===== config.mk =====
export PLATFORM = sky130hd
export DESIGN_NAME = load_store_unit
export DESIGN_NICKNAME = d
export VERILOG_FILES = /design/src/rtl/load_store_unit.sv
export SDC_FILE = /design/constraint.sdc
export NUM_CORES = 1
export LEC_CHECK = 0
export ABC_AREA = 1
export CAP_MARGIN = 20
export CORE_ASPECT_RATIO = 1.25
export CORE_MARGIN = 8
export CORE_UTILIZATION = 48
export DETAILED_ROUTE_END_ITERATION = 12
export PLACE_DENSITY = 0.8
export SLEW_MARGIN = 10
export SYNTH_ARGS = -nofsm -noshare
export SYNTH_HDL_FRONTEND = slang
export SYNTH_SLANG_ARGS = --single-unit

===== constraint.sdc =====
create_clock -name clk_i -period 5 [get_ports clk_i]
set_input_delay 0.75 -clock clk_i [delete_from_list [all_inputs] [get_ports clk_i]]
set_output_delay 0.75 -clock clk_i [all_outputs]
set_load 0.02 [all_outputs]

===== src/rtl/load_store_unit.sv =====
// Byte-serial load/store initiator: splits 1/2/4-byte requests into byte strobes,
// assembles load data little-endian and extends it, stalling the pipe until done_o.
module load_store_unit #(
  parameter int MEM_BYTES = 32
) (
  input  logic        clk_i,
  input  logic        rst_i,
  input  logic        req_i,
  input  logic        we_i,
  input  logic [1:0]  size_i,
  input  logic        sext_i,
  input  logic [31:0] addr_i,
  input  logic [31:0] wdata_i,
  output logic [31:0] rdata_o,
  output logic        done_o,
  output logic        busy_o,
  output logic        misalign_o,
  output logic [31:0] mem_addr_o,
  output logic [7:0]  mem_wdata_o,
  output logic        mem_we_o,
  output logic        mem_re_o,
  input  logic [7:0]  mem_rdata_i
);

  // IDLE wait req | XFER one byte per cycle | LAST final load byte | DONE pulse
  typedef enum logic [1:0] {S_IDLE, S_XFER, S_LAST, S_DONE} state_t;

  localparam logic [31:0] ADDR_MASK = 32'(MEM_BYTES - 1);

  state_t      r_state;
  state_t      w_next;
  logic        r_we;
  logic [1:0]  r_size;
  logic        r_sext;
  logic [31:0] r_addr;
  logic [31:0] r_wdata;
  logic        r_mis;
  logic [1:0]  r_cnt;
  logic        r_cap_en;
  logic [1:0]  r_cap_idx;
  logic [31:0] r_buf;
  logic [31:0] r_rdata;

  logic        w_mis_in;
  logic [1:0]  w_last_idx;
  logic [7:0]  w_wbyte;
  logic [31:0] w_asm;
  logic [31:0] w_ext;

  always_comb begin
    case (size_i)
      2'b00:   w_mis_in = 1'b0;
      2'b01:   w_mis_in = addr_i[0];
      2'b10:   w_mis_in = |addr_i[1:0];
      default: w_mis_in = 1'b1;
    endcase
  end

  always_comb begin
    case (r_size)
      2'b00:   w_last_idx = 2'd0;
      2'b01:   w_last_idx = 2'd1;
      default: w_last_idx = 2'd3;
    endcase
  end

  always_comb begin
    case (r_cnt)
      2'd0:    w_wbyte = r_wdata[7:0];
      2'd1:    w_wbyte = r_wdata[15:8];
      2'd2:    w_wbyte = r_wdata[23:16];
      default: w_wbyte = r_wdata[31:24];
    endcase
  end

  // Read data arrives one cycle after its strobe, so merge it into the byte issued last cycle
  always_comb begin
    w_asm = r_buf;
    case (r_cap_idx)
      2'd0:    w_asm[7:0]   = mem_rdata_i;
      2'd1:    w_asm[15:8]  = mem_rdata_i;
      2'd2:    w_asm[23:16] = mem_rdata_i;
      default: w_asm[31:24] = mem_rdata_i;
    endcase
  end

  always_comb begin
    case (r_size)
      2'b00:   w_ext = r_sext ? {{24{w_asm[7]}}, w_asm[7:0]} : {24'd0, w_asm[7:0]};
      2'b01:   w_ext = r_sext ? {{16{w_asm[15]}}, w_asm[15:0]} : {16'd0, w_asm[15:0]};
      default: w_ext = w_asm;
    endcase
  end

  always_comb begin
    w_next      = r_state;
    mem_we_o    = 1'b0;
    mem_re_o    = 1'b0;
    mem_addr_o  = 32'd0;
    mem_wdata_o = 8'd0;
    done_o      = 1'b0;
    misalign_o  = 1'b0;
    case (r_state)
      S_IDLE: begin
        if (req_i) w_next = w_mis_in ? S_DONE : S_XFER;
      end
      S_XFER: begin
        mem_we_o    = r_we;
        mem_re_o    = ~r_we;
        mem_addr_o  = (r_addr + {30'd0, r_cnt}) & ADDR_MASK;
        mem_wdata_o = r_we ? w_wbyte : 8'd0;
        if (r_cnt == w_last_idx) w_next = r_we ? S_DONE : S_LAST;
      end
      S_LAST: w_next = S_DONE;
      default: begin
        done_o     = 1'b1;
        misalign_o = r_mis;
        w_next     = S_IDLE;
      end
    endcase
  end

  assign busy_o  = ((r_state != S_IDLE) | req_i) & ~done_o;
  assign rdata_o = r_rdata;

  always_ff @(posedge clk_i or posedge rst_i) begin
    if (rst_i) begin
      r_state   <= S_IDLE;
      r_we      <= 1'b0;
      r_size    <= 2'd0;
      r_sext    <= 1'b0;
      r_addr    <= 32'd0;
      r_wdata   <= 32'd0;
      r_mis     <= 1'b0;
      r_cnt     <= 2'd0;
      r_cap_en  <= 1'b0;
      r_cap_idx <= 2'd0;
      r_buf     <= 32'd0;
      r_rdata   <= 32'd0;
    end else begin
      r_state   <= w_next;
      r_cap_en  <= (r_state == S_XFER) & ~r_we;
      r_cap_idx <= r_cnt;
      if (r_cap_en) r_buf <= w_asm;
      if (r_state == S_IDLE && req_i) begin
        r_we    <= we_i;
        r_size  <= size_i;
        r_sext  <= sext_i;
        r_addr  <= addr_i;
        r_wdata <= wdata_i;
        r_mis   <= w_mis_in;
        r_cnt   <= 2'd0;
      end
      if (r_state == S_XFER) r_cnt <= r_cnt + 2'd1;
      if (r_state == S_LAST) r_rdata <= w_ext;
    end
  end

endmodule


**Word level (Yosys, flattened, before mapping)**

Cells that the tools add are included.
W data, S select, Z words.

- $add $sub $neg: 2
- Eq/ne operators: 12
- Muxes and demuxes: 24
- Bitwise gates (word level): 4
- Reduce and logical (&&, ||, !) cells: 12

Operators by type and width:

| operator | number |
|---|---|
| $mux W32 | 2 |
| $pmux W32 S2 | 1 |
| $mux W8 | 6 |
| $pmux W8 S3 | 1 |
| $eq A2 B1 Y1 const B | 5 |
| $logic_not A2 Y1 | 5 |
| $mux W2 | 5 |
| $eq A2 B2 Y1 const B | 4 |
| $pmux W2 S3 | 1 |
| $reduce_or A3 Y1 | 2 |
| $add A5 B2 Y5 | 1 |
| $mux W1 | 5 |
| $mux W5 | 1 |
| $ne A2 B2 Y1 const B | 2 |
| $pmux W2 S2 | 1 |
| $reduce_bool A2 Y1 | 2 |
| $pmux W1 S3 | 1 |
| $add A2 B1 Y2 const B | 1 |
| $and A1 B1 Y1 | 2 |
| $eq A2 B2 Y1 | 1 |
| $reduce_and A2 Y1 | 1 |
| $reduce_or A2 Y1 | 1 |
| $logic_and A1 B1 Y1 | 1 |
| $not A1 Y1 | 1 |
| $or A1 B1 Y1 | 1 |

- Register bits: 113
- Output and inout bits: 77
- Word-level logic and storage cells: 66

**Longest topological paths before layout**

Gate-level depths: netlist (run 1).

- Depth in word-level cells: 5
- Mapped depth: 8

**Worst setup path before layout (run 1)**

Ideal clock, no wire load.

- Path type: register to output
- Start: reg r_state[1]
- End: out mem_wdata_o[0]
- Arrival time: 1,655 ps
- Required time: 4,250 ps
- Setup slack: 2,595 ps
- Stages on the path, launching flop included: 8
- Buffers on the path: 1
- Path through: dfrtp_1 -> inv_1 -> ha_1 -> clkbuf_1 -> nand2_1 -> inv_1 -> o21ai_0 -> a31oi_1

- Cells in the longest elaborated chain, start to end: 2

RTL lines:

| element | line | text |
|---|---|---|
| start: declaration | 30 | `state_t r_state;` |
| start signal: assignment | 141 | `r_state <= w_next;` |
| $eq A2 B1 Y1 | 103 | `case (r_state)` |
| $mux W8 | 103 |  |
| end: declaration | 19 | `output logic [7:0] mem_wdata_o,` |

Every way passes these cells.

**Final worst setup path (run 1)**

- Start: reg r_state[1]
- End: out mem_wdata_o[2]

The elaborated chain is that of the path after synthesis.

==> results.json, run 1 <==
{
  "ys_seq_elements": 113,
  "startpoint_type": "flop",
  "seq_area_frac_synth": 0.504,
  "yosys.area_share.simple": 0.204,
  "synth.distinct_cells": 27,
  "ios": 156,
  "postSynth.asyncResetShare": 1.00,
  "root_buffer": "clkbuf_16",
  "cts_setup_buffers": 0,
  "finClkSkew_ps": 6.52,
  "initial_core_util": 0.488,
  "syn-cell-area_um2": 5610,
  "synth_adder_area_share": 0.0259,
  "clk_pin_slew_worst_paths_ps": 50,
  "synth_edf_count": 0,
  "fmax_mhz": 298,
  "clockBufferDepth": 2,
  "p_int_mw": 3.11,
  "switchingPower_mw": 2.01,
  "path_class": "reg2out",
  "drive_above_1_share": 0.130,
  "grt_start_max_net_pins": 87,
  "crit_start": "r_state[1]",
  "power_frac_comb": 0.428,
  "grt_pass1_vias": 4763,
  "h-tree-depth": 4,
  "antenna_cells": 0,
  "dp_hpwl_um": 9570,
  "post_dp_cell_area_um2": 6570,
  "hold_start": "r_buf[2]",
  "final.period_utilization": 0.671,
  "die_h_um": 137,
  "cts_tree": "done",
  "peakVddDrop_mv": 0.350,
  "power_frac_clock": 0.245,
  "routed_wl_um": 13400,
  "grt_overflow": 0,
  "syn2layout_area_growth_pct": 28.4,
  "slew_viol_final": 0,
  "fillCellCount": 913,
  "power.leakage_nw": 3.36,
  "core_area_um2": 11500,
  "hold_path.class": "reg2reg",
  "ys.warnings.count": 0,
  "synth_compound_area_frac": 0.0958,
  "track_usage": 0.182,
  "post_cts_resized": 0,
  "vias": 4580,
  "yosysTopAreaCell": "dfrtp_1",
  "drt-wirelength-per-cell_um": 15.1,
  "clkLatencyLatePin_ps": 400,
  "row_count": 44,
  "finalSetupTns_ps": 0,
  "drt_iter0_markers": 183,
  "cts_inserted_buffers": 17,
  "final_common_cell": "nand2_1",
  "antenna_found_initial": 0,
  "place.gp.congestion": 0.820,
  "cts_hold_buf": 0,
  "synth.avg_cell_area_um2": 8.69,
  "design_area_um2": 7210,
  "synth.mux.area_fraction": 0.0682,
  "hold_viol": 0,
  "grt_pass1_wl_um": 22500,
  "switching_share": 0.393,
  "ant_nets": 0,
  "maxCapViolCount": 0,
  "cp-end-kind": "output port",
  "tightest_slew_ps": 1030,
  "seq_power_share": 0.327,
  "synthFlopType": "dfrtp_1",
  "synth_xor_area_frac": 0,
  "die_area_um2": 15400,
  "timing.final.crit_period_ps": 3360,
  "route.detailed.drc": 0,
  "crit_required_ps": 4250,
  "status": "complete, no violations",
  "critPathArrivalTime_ps": 2610,
  "avgViaCountPerCell": 5.15,
  "final_cell_mix": "162 x nand2_1, 113 x dfrtp_1, 101 x clkdlybuf4s50_1",
  "synth_top_family_by_area": "simple AND/OR/NAND/NOR gates",
  "fin_nets": 829,
  "die_x_um": 113,
  "finalSetupViolCount": 0,
  "yosys-top-cells-area": "dfrtp_1 50%, nand2_1 11%, o21ai_0 7.1%",
  "synthCells": 646,
  "rsz0062_at_grt": "false",
  "cts.sinks": 113,
  "slew_headroom": 0.308,
  "yosysTopAreaCellShare": 0.504,
  "p_per_area_nw_per_um2": 712,
  "rr_startpoint": "r_state[0]",
  "path_max_fanout": 9,
  "io_buffers": 101,
  "firstDrtPassIters": 4
}
[cells by family after synthesis]
logic type	Yosys count
adder cells (fa/ha/maj)	11
multiplexers	34
other	1
buffers and inverters	115
AO/OA/AOI/OAI	105
flip-flops	113
AND/OR/NAND/NOR	267
[power by group through the flow]
stage	clock, mW	combinational (mW)	sequential, mW
detailed placement	0	2.19	1.69
floorplan	0	1.45	1.73
CTS	1.27	2.22	1.68
finish	1.26	2.20	1.68
global placement	0	2.11	1.66
global route	1.31	2.46	1.73
[registers in the layout (all words and copies together), names as in the netlist, 2 cells and up]
register,count
r_addr,5
r_buf,32
r_cap_idx,2
r_cnt,2
r_size,2
r_state,2
r_wdata,32
rdata_o,32
[area by class of cell]
type	instances	area (µm²)	area share
Clock buffer	18	429	0.0595
Tap cell	138	173	0.0240
Sequential cell	113	2830	0.392
Clock inverter	14	190	0.0264
Inverter	59	224	0.0311
Timing Repair Buffer	104	1050	0.145
Multi-Input combinational cell	444	2320	0.322
[cell usage after synthesis (2+ instances only)]
cell        n
a21oi_1    15
a31oi_1     8
buf_1       3
buf_2       7
buf_4      28
clkbuf_1   16
dfrtp_1   113
ha_1       10
inv_1      58
mux2_2     34
nand2_1   163
nand2_4     2
nand3_1    39
nand3_2     2
nor2_1     37
nor2_2     20
nor2_4      2
o21ai_0    80
[metal layers]
layer  share of wire  GRT usage  vias up
met4           0.030     0.0887        0
met1            0.39      0.193     2153
met2            0.50      0.313      179
met5               0          0        -
met3           0.078     0.0706       36
li1                -          -     2212
[final timing paths]
check / cells past startpoint / slack [ps] / end
hold reg to reg: 2 / 480 / r_buf[2]
setup reg to reg: 4 / 2920 / r_addr[3]
min in group asynchronous: 2 / 740 / rdata_o[10]
max in group asynchronous: 3 / 3500 / r_wdata[30]
setup / recovery: 7 / 1640 / mem_wdata_o[2]
hold / removal: 2 / 480 / r_buf[2]
[per-stage QoR]
step | instances | setup WS (ps) | power, mW | hold WS [ps] | util
after floorplan | 672 | 1260 | 3.18 | 442 | -
after global placement | 857 | 2050 | 3.77 | 459 | 0.571
after detailed placement | 857 | 2030 | 3.87 | 470 | 0.571
after CTS | 889 | 1620 | 5.17 | 484 | 0.625
after global routing | 890 | 1460 | 5.51 | 503 | 0.626
final | 890 | 1640 | 5.13 | 481 | 0.626
[critical path, cell delays in order, from the launching register on]
cell and delay (ps):
dfrtp_1 410, inv_1 90, ha_1 340, nand2_1 120, inv_1 230, o21ai_0 160
a31oi_1 210, clkdlybuf4s50_1 650
(Power assumes the default switching activity.)
==> run 2, diff against run 1 <==
Settings changed: CORE_UTILIZATION 48 to 44, PLACE_DENSITY 0.8 to 0.77.
Clock period 5 ns to 2.7 ns, I/O delays scaled along.
==> results.json, run 2 (same netlist as run 1, synthesis figures left out) <==
{
  "grt_overflow": 0,
  "die_x_um": 117,
  "track_usage": 0.170,
  "place_inst": 892,
  "seqCellArea_um2": 2830,
  "ant_nets": 0,
  "rr_worst_depth": 5,
  "cp-end-kind": "output port",
  "clockBufferDepth": 2,
  "firstDrtPassIters": 4,
  "p_total_mw": 9.44,
  "fmax_mhz": 392,
  "clkLatencyLatePin_ps": 410,
  "cts_tree": "done",
  "switchingPower_mw": 3.65,
  "clk_pin_slew_worst_paths_ps": 50,
  "rrSetupSlack_ps": 920,
  "fin_nets": 833,
  "syn2layout_area_growth_pct": 29.7,
  "power.leakage_nw": 3.47,
  "multiInputGateArea_um2": 2320,
  "avgViaCountPerCell": 4.80,
  "io_buffers": 101,
  "cts.sinks": 113,
  "power_frac_clock": 0.246,
  "antenna_found_initial": 0,
  "dp_slack_ps": 267,
  "seq_power_share": 0.323,
  "dp_hpwl_um": 9490,
  "stdcell_count": 924,
  "root_buffer": "clkbuf_16",
  "core_area_um2": 12600,
  "die_area_um2": 16700,
  "row_count": 46,
  "grt_pass1_vias": 4602,
  "p_int_mw": 5.79,
  "drive_above_1_share": 0.139,
  "crit_required_ps": 2300,
  "rr_startpoint": "r_size[1]",
  "rsz0062_at_grt": "false",
  "slew_viol_final": 0,
  "startpoint_type": "flop",
  "critPathArrivalTime_ps": 2140,
  "peakVddDrop_mv": 0.617,
  "vias": 4439,
  "finClkSkew_ps": 6.01,
  "final_common_cell": "nand2_1",
  "power_frac_comb": 0.431,
  "drt_iter0_markers": 179,
  "final_cell_mix": "162 x nand2_1, 111 x dfrtp_1, 88 x clkdlybuf4s50_1",
  "grt_pass1_wl_um": 22100,
  "initial_core_util": 0.445,
  "finalSetupViolCount": 0,
  "setup_ws_ps": 151,
  "maxCapViolCount": 0,
  "antenna_cells": 0,
  "slew_headroom": 0.470,
  "hold_viol": 0,
  "holdWs_ps": 326,
  "final.period_utilization": 0.944,
  "crit_slowest_cell": "clkdlybuf4s50_1",
  "drt-wirelength-per-cell_um": 14.3,
  "ios": 156,
  "grt_start_max_net_pins": 69,
  "tightest_slew_ps": 794,
  "status": "complete, no violations",
  "switching_share": 0.387,
  "path_class": "reg2out",
  "hold_path.class": "in2async",
  "die_h_um": 142,
  "cp_cell_sequence": "inv_1, ha_1, a21oi_1, clkdlybuf4s50_1",
  "path_max_fanout": 5,
  "route.detailed.drc": 0,
  "place.gp.congestion": 0.770,
  "cts_setup_buffers": 0,
  "cpPeakStageDelay_ps": 690,
  "finalSetupTns_ps": 0,
  "routed_wl_um": 13200,
  "cts_inserted_buffers": 17,
  "fillCellCount": 1077,
  "h-tree-depth": 4,
  "timing.rr.end": "rdata_o[26]",
  "p_per_area_nw_per_um2": 1300,
  "timing.final.crit_period_ps": 2550
}
run 2: changes by cell type in the layout (fill, tap and decap cells not counted), sizes merged:
cell / previous run / this run
clkinv: 5 / 6
dlymetal6s2s: 0 / 2
buf: 3 / 7
clkdlybuf4s15: 0 / 1
clkdlybuf4s50: 101 / 88
dlygate4sd2: 0 / 10
inv: 59 / 58
clkbuf: 18 / 21
clkinvlp: 5 / 2
run 2: critical path: cells and delay by family, from the launching register on:
family	cells	cell delay (ps)
fa+ha+maj	1	270
buf+inv	2	770
compound gates	1	290
flops	1	410
run 2: how the worst max path moves through the flow:
stage,start,endpoint,slack (ps),depth (start not counted)
after detailed placement,r_cnt[0],mem_addr_o[4],270,7
after global routing,r_state[0],busy_o,9,4
after global placement,r_cnt[0],mem_addr_o[4],280,7
after CTS,r_cnt[0],mem_addr_o[4],60,8
after floorplan,r_state[1],mem_wdata_o[0],640,7
final,r_state[0],busy_o,150,4
run 2: area by class of cell:
| cell class | count | area share |
|---|---|---|
| clock buffers | 21 | 0.0618 |
| clock inverters | 11 | 0.0222 |
| inverters | 59 | 0.0309 |
| multi-input cells | 444 | 0.319 |
| flip-flops and latches | 113 | 0.389 |
| well taps | 168 | 0.0289 |
| repair buffers | 108 | 0.148 |
run 2: layer usage:
layer	vias up	GRT usage	routed length [µm]
li1	2219	-	-
met1	2054	0.191	5140
met2	133	0.279	6720
met3	33	0.0565	971
met4	0	0.0926	398
met5	-	0	0
run 2: what timing repair did:
| action | in CTS | in global routing |
|---|---|---|
| resized for setup | 14 | 6 |
| endpoints found under the hold margin | 0 | 0 |
| setup endpoints to repair | 11 | 3 |
| hold buffers | 0 | 0 |
run 2: per-stage QoR:
| step | area, µm² | util |
|---|---|---|
| 2_1_floorplan | 5720 | - |
| 5_1_grt | 7280 | 0.578 |
| 4_1_cts | 7270 | 0.577 |
| 6_report | 7280 | 0.578 |
| 3_5_place_dp | 6670 | 0.529 |
| 3_3_place_gp | 6670 | 0.529 |
run 2: power by group through the flow:
stage	logic (mW)	clock network, mW	registers (mW)
2_1_floorplan	2.68	0	3.20
3_3_place_gp	4.03	0	3.03
3_5_place_dp	4.12	0	3.07
4_1_cts	4.14	2.36	3.05
5_1_grt	4.60	2.42	3.17
6_report	4.07	2.32	3.05
